File: src/rtl/mdu_div_pkg.sv
// mdu_div_pkg: shared state encodings and latency constants for the iterative divider
package mdu_div_pkg;
    typedef enum logic [1:0] {
        DIV_IDLE = 2'd0,
        DIV_ITER = 2'd1,
        DIV_DONE = 2'd2
    } div_state_t;
    localparam int DIV_ITERS = 32;
    localparam int DIV_LATENCY = 33;
    function automatic logic [31:0] mag(input logic sg, input logic [31:0] v);
        return (sg && v[31]) ? -v : v;
    endfunction
endpackage

File: src/rtl/mdu_div_div_step.sv
// div_step: one combinational restoring-division step on a 33-bit shifted partial remainder
module div_step #(
    parameter int WIDTH = 32
) (
    input  logic [WIDTH:0]   rem_sh,
    input  logic [WIDTH-1:0] dvs,
    output logic [WIDTH-1:0] rem_nx,
    output logic             qbit
);
    logic [WIDTH+1:0] diff;
    always_comb begin
        diff = {1'b0, rem_sh} - {2'b00, dvs};
        qbit = ~diff[WIDTH+1];
        rem_nx = qbit ? diff[WIDTH-1:0] : rem_sh[WIDTH-1:0];
    end
endmodule

File: src/rtl/mdu_div.sv
// mdu_div: 33-cycle radix-2 restoring DIV/DIVU; MDU_DIV_ZERO_FAST_EN short-circuits zero divisors
module mdu_div
    import mdu_div_pkg::*;
#(
    parameter int WIDTH = 32
) (
    input  logic             clk,
    input  logic             rst,
    input  logic             start,
    input  logic             sign,
    input  logic [WIDTH-1:0] dividend,
    input  logic [WIDTH-1:0] divisor,
    input  logic             cancel,
    output logic             busy,
    output logic             done,
    output logic [WIDTH-1:0] quot,
    output logic [WIDTH-1:0] rem,
    output logic             div0
);
    if (WIDTH != 32) begin : g_bad_width
        $error("mdu_div supports WIDTH == 32 only");
    end
    div_state_t       state;
    logic [4:0]       cnt;
    logic [WIDTH-1:0] pr, dq, dvs, raw;
    logic             neg_q, neg_r, z;
    logic [WIDTH-1:0] rem_nx, q_fin, q_out, r_out;
    logic             qbit;
    div_step #(.WIDTH(WIDTH)) u_step (
        .rem_sh (({pr, dq[WIDTH-1]})),
        .dvs    (dvs),
        .rem_nx (rem_nx),
        .qbit   (qbit)
    );
    always_comb begin
        q_fin = {dq[WIDTH-2:0], qbit};
        q_out = z ? '1 : neg_q ? -q_fin : q_fin;
        r_out = z ? raw : neg_r ? -rem_nx : rem_nx;
    end
    always_ff @(posedge clk) begin
        if (rst) begin
            state <= DIV_IDLE;
            cnt <= '0;
            pr <= '0;
            dq <= '0;
            dvs <= '0;
            raw <= '0;
            neg_q <= 1'b0;
            neg_r <= 1'b0;
            z <= 1'b0;
            busy <= 1'b0;
            done <= 1'b0;
            quot <= '0;
            rem <= '0;
            div0 <= 1'b0;
        end else begin
            case (state)
                DIV_IDLE: begin
                    done <= 1'b0;
                    if (start && !cancel) begin
                        neg_q <= sign & (dividend[WIDTH-1] ^ divisor[WIDTH-1]);
                        neg_r <= sign & dividend[WIDTH-1];
                        dq <= mag(sign, dividend);
                        dvs <= mag(sign, divisor);
                        raw <= dividend;
                        z <= divisor == '0;
                        pr <= '0;
                        cnt <= 5'(DIV_ITERS - 1);
`ifdef MDU_DIV_ZERO_FAST_EN
                        if (divisor == '0) begin
                            state <= DIV_DONE;
                            done <= 1'b1;
                            div0 <= 1'b1;
                        end else begin
                            state <= DIV_ITER;
                            busy <= 1'b1;
                        end
`else
                        state <= DIV_ITER;
                        busy <= 1'b1;
`endif
                    end
                end
                DIV_ITER: begin
                    if (cancel) begin
                        state <= DIV_IDLE;
                        busy <= 1'b0;
                    end else begin
                        pr <= rem_nx;
                        dq <= q_fin;
                        cnt <= cnt - 5'd1;
                        // results land on the edge entering DONE so they are visible with done
                        if (cnt == 5'd0) begin
                            state <= DIV_DONE;
                            busy <= 1'b0;
                            done <= 1'b1;
                            quot <= q_out;
                            rem <= r_out;
                            div0 <= z;
                        end
                    end
                end
                default: begin
                    state <= DIV_IDLE;
                    done <= 1'b0;
                end
            endcase
        end
    end
endmodule

File: config.mk
export PLATFORM = sky130hd
export DESIGN_NAME = mdu_div
export DESIGN_NICKNAME = d
export VERILOG_FILES = /design/src/rtl/mdu_div_pkg.sv /design/src/rtl/mdu_div_div_step.sv /design/src/rtl/mdu_div.sv
export SDC_FILE = /design/constraint.sdc
export NUM_CORES = 1
export LEC_CHECK = 0
export BUFFER_PORTS_ARGS = -buffer_cell sky130_fd_sc_hd__buf_2
export CORE_MARGIN = 2
export CORE_UTILIZATION = 60
export CTS_CLUSTER_DIAMETER = 150
export DETAILED_ROUTE_END_ITERATION = 6
export HOLD_SLACK_MARGIN = 0.12
export PLACE_DENSITY_LB_ADDON = 0.2
export SLEW_MARGIN = 25
export SYNTH_ARGS = -nofsm -noshare
export SYNTH_HDL_FRONTEND = slang
export SYNTH_SLANG_ARGS = --single-unit
File: constraint.sdc
create_clock -name clk -period 5.15 [get_ports clk]
set_input_delay 1.03 -clock clk [delete_from_list [all_inputs] [get_ports clk]]
set_output_delay 1.03 -clock clk [all_outputs]
set_load 0.005 [all_outputs]
After elaboration in Yosys (flattened, before gate mapping) --
Cells that the tools add are included.
Word-level totals: bits in writable memories 0, bits in read-only memories 0, input port bits 69, logic and storage cells 69, memories 0, latch bits 0, register bits 205, output and inout port bits 67
Cells by class: magnitude comparators 0, equal/unequal tests 4, divide/modulo/power cells 0, shift-type cells 0, reductions and logical operators 15, multiplexer cells 24, bitwise gates (word level) 6, add/sub/neg operators 6, $mul 0
Operators by type and width (number):
- two-way mux 32 bit | 11
- negator 32 bit | 4
- one-hot mux 32 bit (2 select lines) | 2
- subtractor 33 x 32 -> 34 bit | 1
- logical NOT 32 bit | 1
- two-way mux 5 bit | 2
- one-hot mux 5 bit (2 select lines) | 1
- AND reduction 3 bit | 3
- two-way mux 2 bit | 3
- AND reduction 2 bit | 3
- logical NOT 5 bit | 1
- subtractor 5 x 1 -> 5 bit, second input constant | 1
- inequality test 2 bit, second input constant | 2
- one-hot mux 2 bit (2 select lines) | 1
- logical AND 1 bit | 3
- two-way mux 1 bit | 3
- inequality test 3 bit, second input constant | 1
- NOT 1 bit | 3
- bitwise AND 1 bit | 2
- equality test 2 x 1 -> 1 bit, second input constant | 1
- logical NOT 2 bit | 1
- one-hot mux 1 bit (2 select lines) | 1
- nonzero test 2 bit | 1
- OR reduction 2 bit | 1
- other kinds (2) | 2

Longest topological paths before layout --
word-level depth 5, gate-level depth with buffers 23, mapped depth without buffers 18

Cells and area by module --
From an unflattened synthesis, not the netlist that was laid out.
Unflattened totals: cells, all modules 1697, area, all modules 13033.8 um^2
Modules (own cells, without submodules):
- mdu_div | cells each 1325, instances 1, sequential area each 4103.9 um^2, area an instance 10660.2 um^2
- div_step | cells each 372, instances 1, sequential area each 0.0 um^2, area an instance 2373.5 um^2

Worst setup path before layout --
No wires, ideal clock.
kind flip-flop to flip-flop, start reg dvs[23], end reg rem[28], setup slack 0.603 ns, clock period less this slack 4.547 ns, library setup time 0.124 ns, arrival time 4.423 ns, path buffers 5, cell stages (with the launch flop) 24, required time 5.026 ns, cell sequence dfxtp_1 > inv_1 > ha_1 > clkbuf_1 > nand4_1 > nor4_1 > o21a_1 > o31ai_2 > nand2_2 > buf_2 > buf_2 > buf_2 > buf_1 > nand2_1 > o21ai_0 > ha_1 > nand2_1 > or2_2 > nor4_1 > a41oi_2 > or2_1 > nor3_1 > mux2i_1 > a31oi_1
Between the ends: cells in the longest elaborated chain, start to end 5
RTL lines:
- from (decl) | RTL line mdu_div.sv:25 | logic [WIDTH-1:0] pr, dq, dvs, raw;
- from (signal assigned) | RTL line mdu_div.sv:64 | dvs <= mag(sign, divisor);
- subtractor 33 x 32 -> 34 bit (*) | RTL line mdu_div_div_step.sv:12 | diff = {1'b0, rem_sh} - {2'b00, dvs};
- two-way mux 32 bit (*) | RTL line mdu_div_div_step.sv:14 | rem_nx = qbit ? diff[WIDTH-1:0] : rem_sh[WIDTH-1:0];
- negator 32 bit | RTL line mdu_div.sv:38 | r_out = z ? raw : neg_r ? -rem_nx : rem_nx;
- two-way mux 32 bit (*) (2 in series) | RTL line mdu_div.sv:38
- to (signal assigned) | RTL line mdu_div.sv:98 | rem <= r_out;
- to (decl) | RTL line mdu_div.sv:17 | output logic [WIDTH-1:0] rem,
Every way passes the cells marked *; elsewhere a longest branch is shown, timed or not. A chain may end at the register's enable or synchronous reset.

Worst setup path after layout --
start reg dq[31], end reg rem[29]
Between the ends: cells in the longest elaborated chain, start to end 5
RTL lines:
- from (decl) | RTL line mdu_div.sv:25
- from (signal assigned) | RTL line mdu_div.sv:63 | dq <= mag(sign, dividend);
- from (signal assigned) | RTL line mdu_div.sv:90 | dq <= q_fin;
- subtractor 33 x 32 -> 34 bit | RTL line mdu_div_div_step.sv:12
- two-way mux 32 bit (*) | RTL line mdu_div_div_step.sv:14
- negator 32 bit | RTL line mdu_div.sv:38
- two-way mux 32 bit (*) (2 in series) | RTL line mdu_div.sv:38
Marked as above.

==> impl_results.md <==
- DR pass1 iterations: 6
- Worst Path Class, Setup: register to register
- Setup WS pre-CTS: 0.696 ns
- R2R depth: 15
- Layout cells sized above 1: 12.4%
- Synth cell count leaders: 260 x nor2_1, 205 x dfxtp_1, 200 x nand2_1
- Worst-path clk slew: 0.06 ns
- CTS root buf: clkbuf_16
- Startpoint types: register
- Max cap viols: 0
- Final Wtd Congestion: 0.979
- Wirelength per Cell: 19.3 microns
- Initial DRC Count: 1235
- TritonCTS Sinks: 205
- Cts hold-fix bufs: 0
- Main flop type after synthesis: dfxtp_1
- RSZ-0062 raised after global routing: false
- Port Buffers: 135
- Layout Area Growth over Synthesis: 12.2%
- Worst reg2reg startpoint: dq[31]$_SDFFE_PP0P_
- Clock Skew: 0.0184 ns
- Setup violations, final: 0
- CP arrival: 4.94 ns
- RR Endpoint: rem[29]$_SDFFE_PP0P_
- Hpwl dp: 29900 microns
- Die X: 151 microns
- Relative slew slack: 29.3%
- Pins over their slew limit: 0
- Yosys top cell by area: dfxtp_1
- H-tree Lvls: 1
- CTS Buf Count: 24
- Vias in the first global route: 11900
- Final period util: 89.1%
- Ys async rst share: 0%
- CTS resizes: 0
- Total GRT Usage: 34.7%
- Clock Latency Late Sink: 0.52 ns
- Hold Vio Cnt, Final: 0
- Mean Syn Cell Area: 7.43 sq um
- Top cells by area, synth: dfxtp_1 31%, nor2_1 7.5%, a21oi_1 6.3%
- Initial Util: 61.6%
- Worst-margin pin slew: 1.06 ns
- Final net count: 1924
- Syn nets: 1863
- CP endpoint kind: register
- Worst-path maximum fanout: 7
- Power per cell area: 299 mW/mm^2
- Synthesized flop and latch total: 205
- CTS tree: yes
- DRT antenna net count: 0
- Vias: 13300
- Setup WS post-layout: 0.562 ns
- Mapped cell area: 0.0130 sq mm
- Setup_tns: 0 ns
- I/O pins: 136
- Placeable Area: 0.0212 sq mm
- First-pass GRT wire length: 63500 microns
- Post-CTS Setup Repair Bufs: 0
- Clk buf depth: 3
- GRT overflow: 0
- Crit path capture: rem[29]$_SDFFE_PP0P_
- Die H: 151 microns
- Reg2reg setup slack: 0.56 ns
- Top cell type's share of synthesized area: 31.5%
- Die Area: 0.0229 sq mm
- Ant diodes: 0
- Placed Cells: 2065
- Fmax: 218 MHz
- Sequential element share of the synthesized area: 31.5%
- Max IR drop VDD: 0.330 mV
- Site Rows: 53
- Synth Warn #: 0
- Post-Layout Cell Count: 2108
- Req. time, crit path: 5.50 ns
- DR DRC count: 0
- CP startpoint: dq[31]$_SDFFE_PP0P_
- Fin crit period: 4.59 ns
- Netlist cell types: 81
- Worst hold path class: register to register
- Cells after Synth: 1755
- EDFF count, synth: 0
- Final WL: 40600 microns
- Routed vias/inst: 6.31
- Outcome: finished, final reports clean
- Leakage power: 5.76 nW
- Largest net degree at the start of global routing: 127
- Antenna violations before repair: 1
- Count leader, synth: nor2_1
[power by group]
group          internal, mW  switching [mW]  total [mW]
clock network          1.10           0.690        1.79
registers              1.65          0.0637        1.72
logic                 0.300           0.565       0.864
[worst max-delay path, cell delays in order (launching register included)]
cell       delay, ns
dfxtp_1         0.37
inv_1           0.08
ha_1            0.22
fa_1            0.39
nand2b_1        0.18
a21oi_1         0.13
buf_4           0.16
o21ai_0         0.31
a21oi_1         0.44
xor2_1          0.21
nor4b_1         0.41
o21bai_1        0.21
nand4bb_1       0.50
o41ai_1         0.54
xnor2_1         0.19
o22ai_1         0.11
[registers in the layout (all words and copies together) (netlist names), 2 cells and up]
name / cells
dvs: 32
raw: 32
pr: 32
cnt: 5
dq: 32
quot: 32
rem: 32
state: 2
[layout make-up]
| class | count | area, sq um |
|---|---|---|
| Tap cell | 275 | 344 |
| Timing Repair Buffer | 157 | 860 |
| Clock buffer | 33 | 696 |
| Sequential cell | 205 | 4110 |
| Inverter | 57 | 214 |
| Fill cell | 1815 | 6530 |
| Clock inverter | 10 | 140 |
| Multi-Input combinational cell | 1371 | 8270 |
[per-stage QoR]
stage                     power, mW  hold WS (ns)  util [%]  area [sq um]
after global routing           4.54         0.467      69.2         14600
after global placement         2.58         0.439      65.2         13800
final                          4.37         0.452      69.2         14600
after detailed placement       2.59         0.444      65.2         13800
after floorplan                2.33         0.431         -         13000
after CTS                      4.37         0.452      69.1         14600
[logic make-up (layout without fill, tap and decap cells)]
family	Yosys count	after routing	synth area share [%]
compound gates	526	526	26.3
xor+xnor	123	123	8.26
fa+ha+maj	39	39	3.80
buf+inv	179	257	5.35
flops	205	205	31.5
mux	26	26	2.07
simple gates	657	657	22.7
[layer usage]
metal | part of all wire (%) | wire length [microns] | global-route usage, % | vias up
met5 | 0 | 0 | 0 | -
met4 | 2.1 | 841 | 7.62 | 0
met3 | 9.7 | 3940 | 7.20 | 73
met2 | 43 | 17300 | 52.5 | 632
met1 | 46 | 18500 | 50.7 | 6174
li1 | - | - | - | 6418
[worst min-delay path by stage]
stage | from | endpoint | slack, ns | cells after the start
final | raw[7]$_SDFFE_PP0P_ | raw[7]$_SDFFE_PP0P_ | 0.45 | 2
after floorplan | raw[16]$_SDFFE_PP0P_ | raw[16]$_SDFFE_PP0P_ | 0.43 | 2
after global routing | raw[7]$_SDFFE_PP0P_ | raw[7]$_SDFFE_PP0P_ | 0.47 | 2
after detailed placement | raw[19]$_SDFFE_PP0P_ | raw[19]$_SDFFE_PP0P_ | 0.44 | 2
after CTS | raw[19]$_SDFFE_PP0P_ | raw[19]$_SDFFE_PP0P_ | 0.45 | 2
after global placement | raw[7]$_SDFFE_PP0P_ | raw[7]$_SDFFE_PP0P_ | 0.44 | 2
[layout by cell type (no fill, tap or decap), types with 25 or more instances in the layout]
master / synthesis / final
xor2_1: 76 / 76
nor2_1: 260 / 256
dfxtp_1: 205 / 204
o21ai_0: 90 / 90
o31ai_1: 26 / 26
nand2_1: 200 / 200
a21oi_1: 165 / 165
clkbuf_16: 0 / 25
buf_2: 14 / 134
inv_1: 56 / 56
nor3_1: 31 / 31
ha_1: 38 / 38
xnor2_1: 47 / 47
or3_1: 28 / 28
a211oi_1: 97 / 97
No activity file was read; power rests on OpenSTA's default activity.
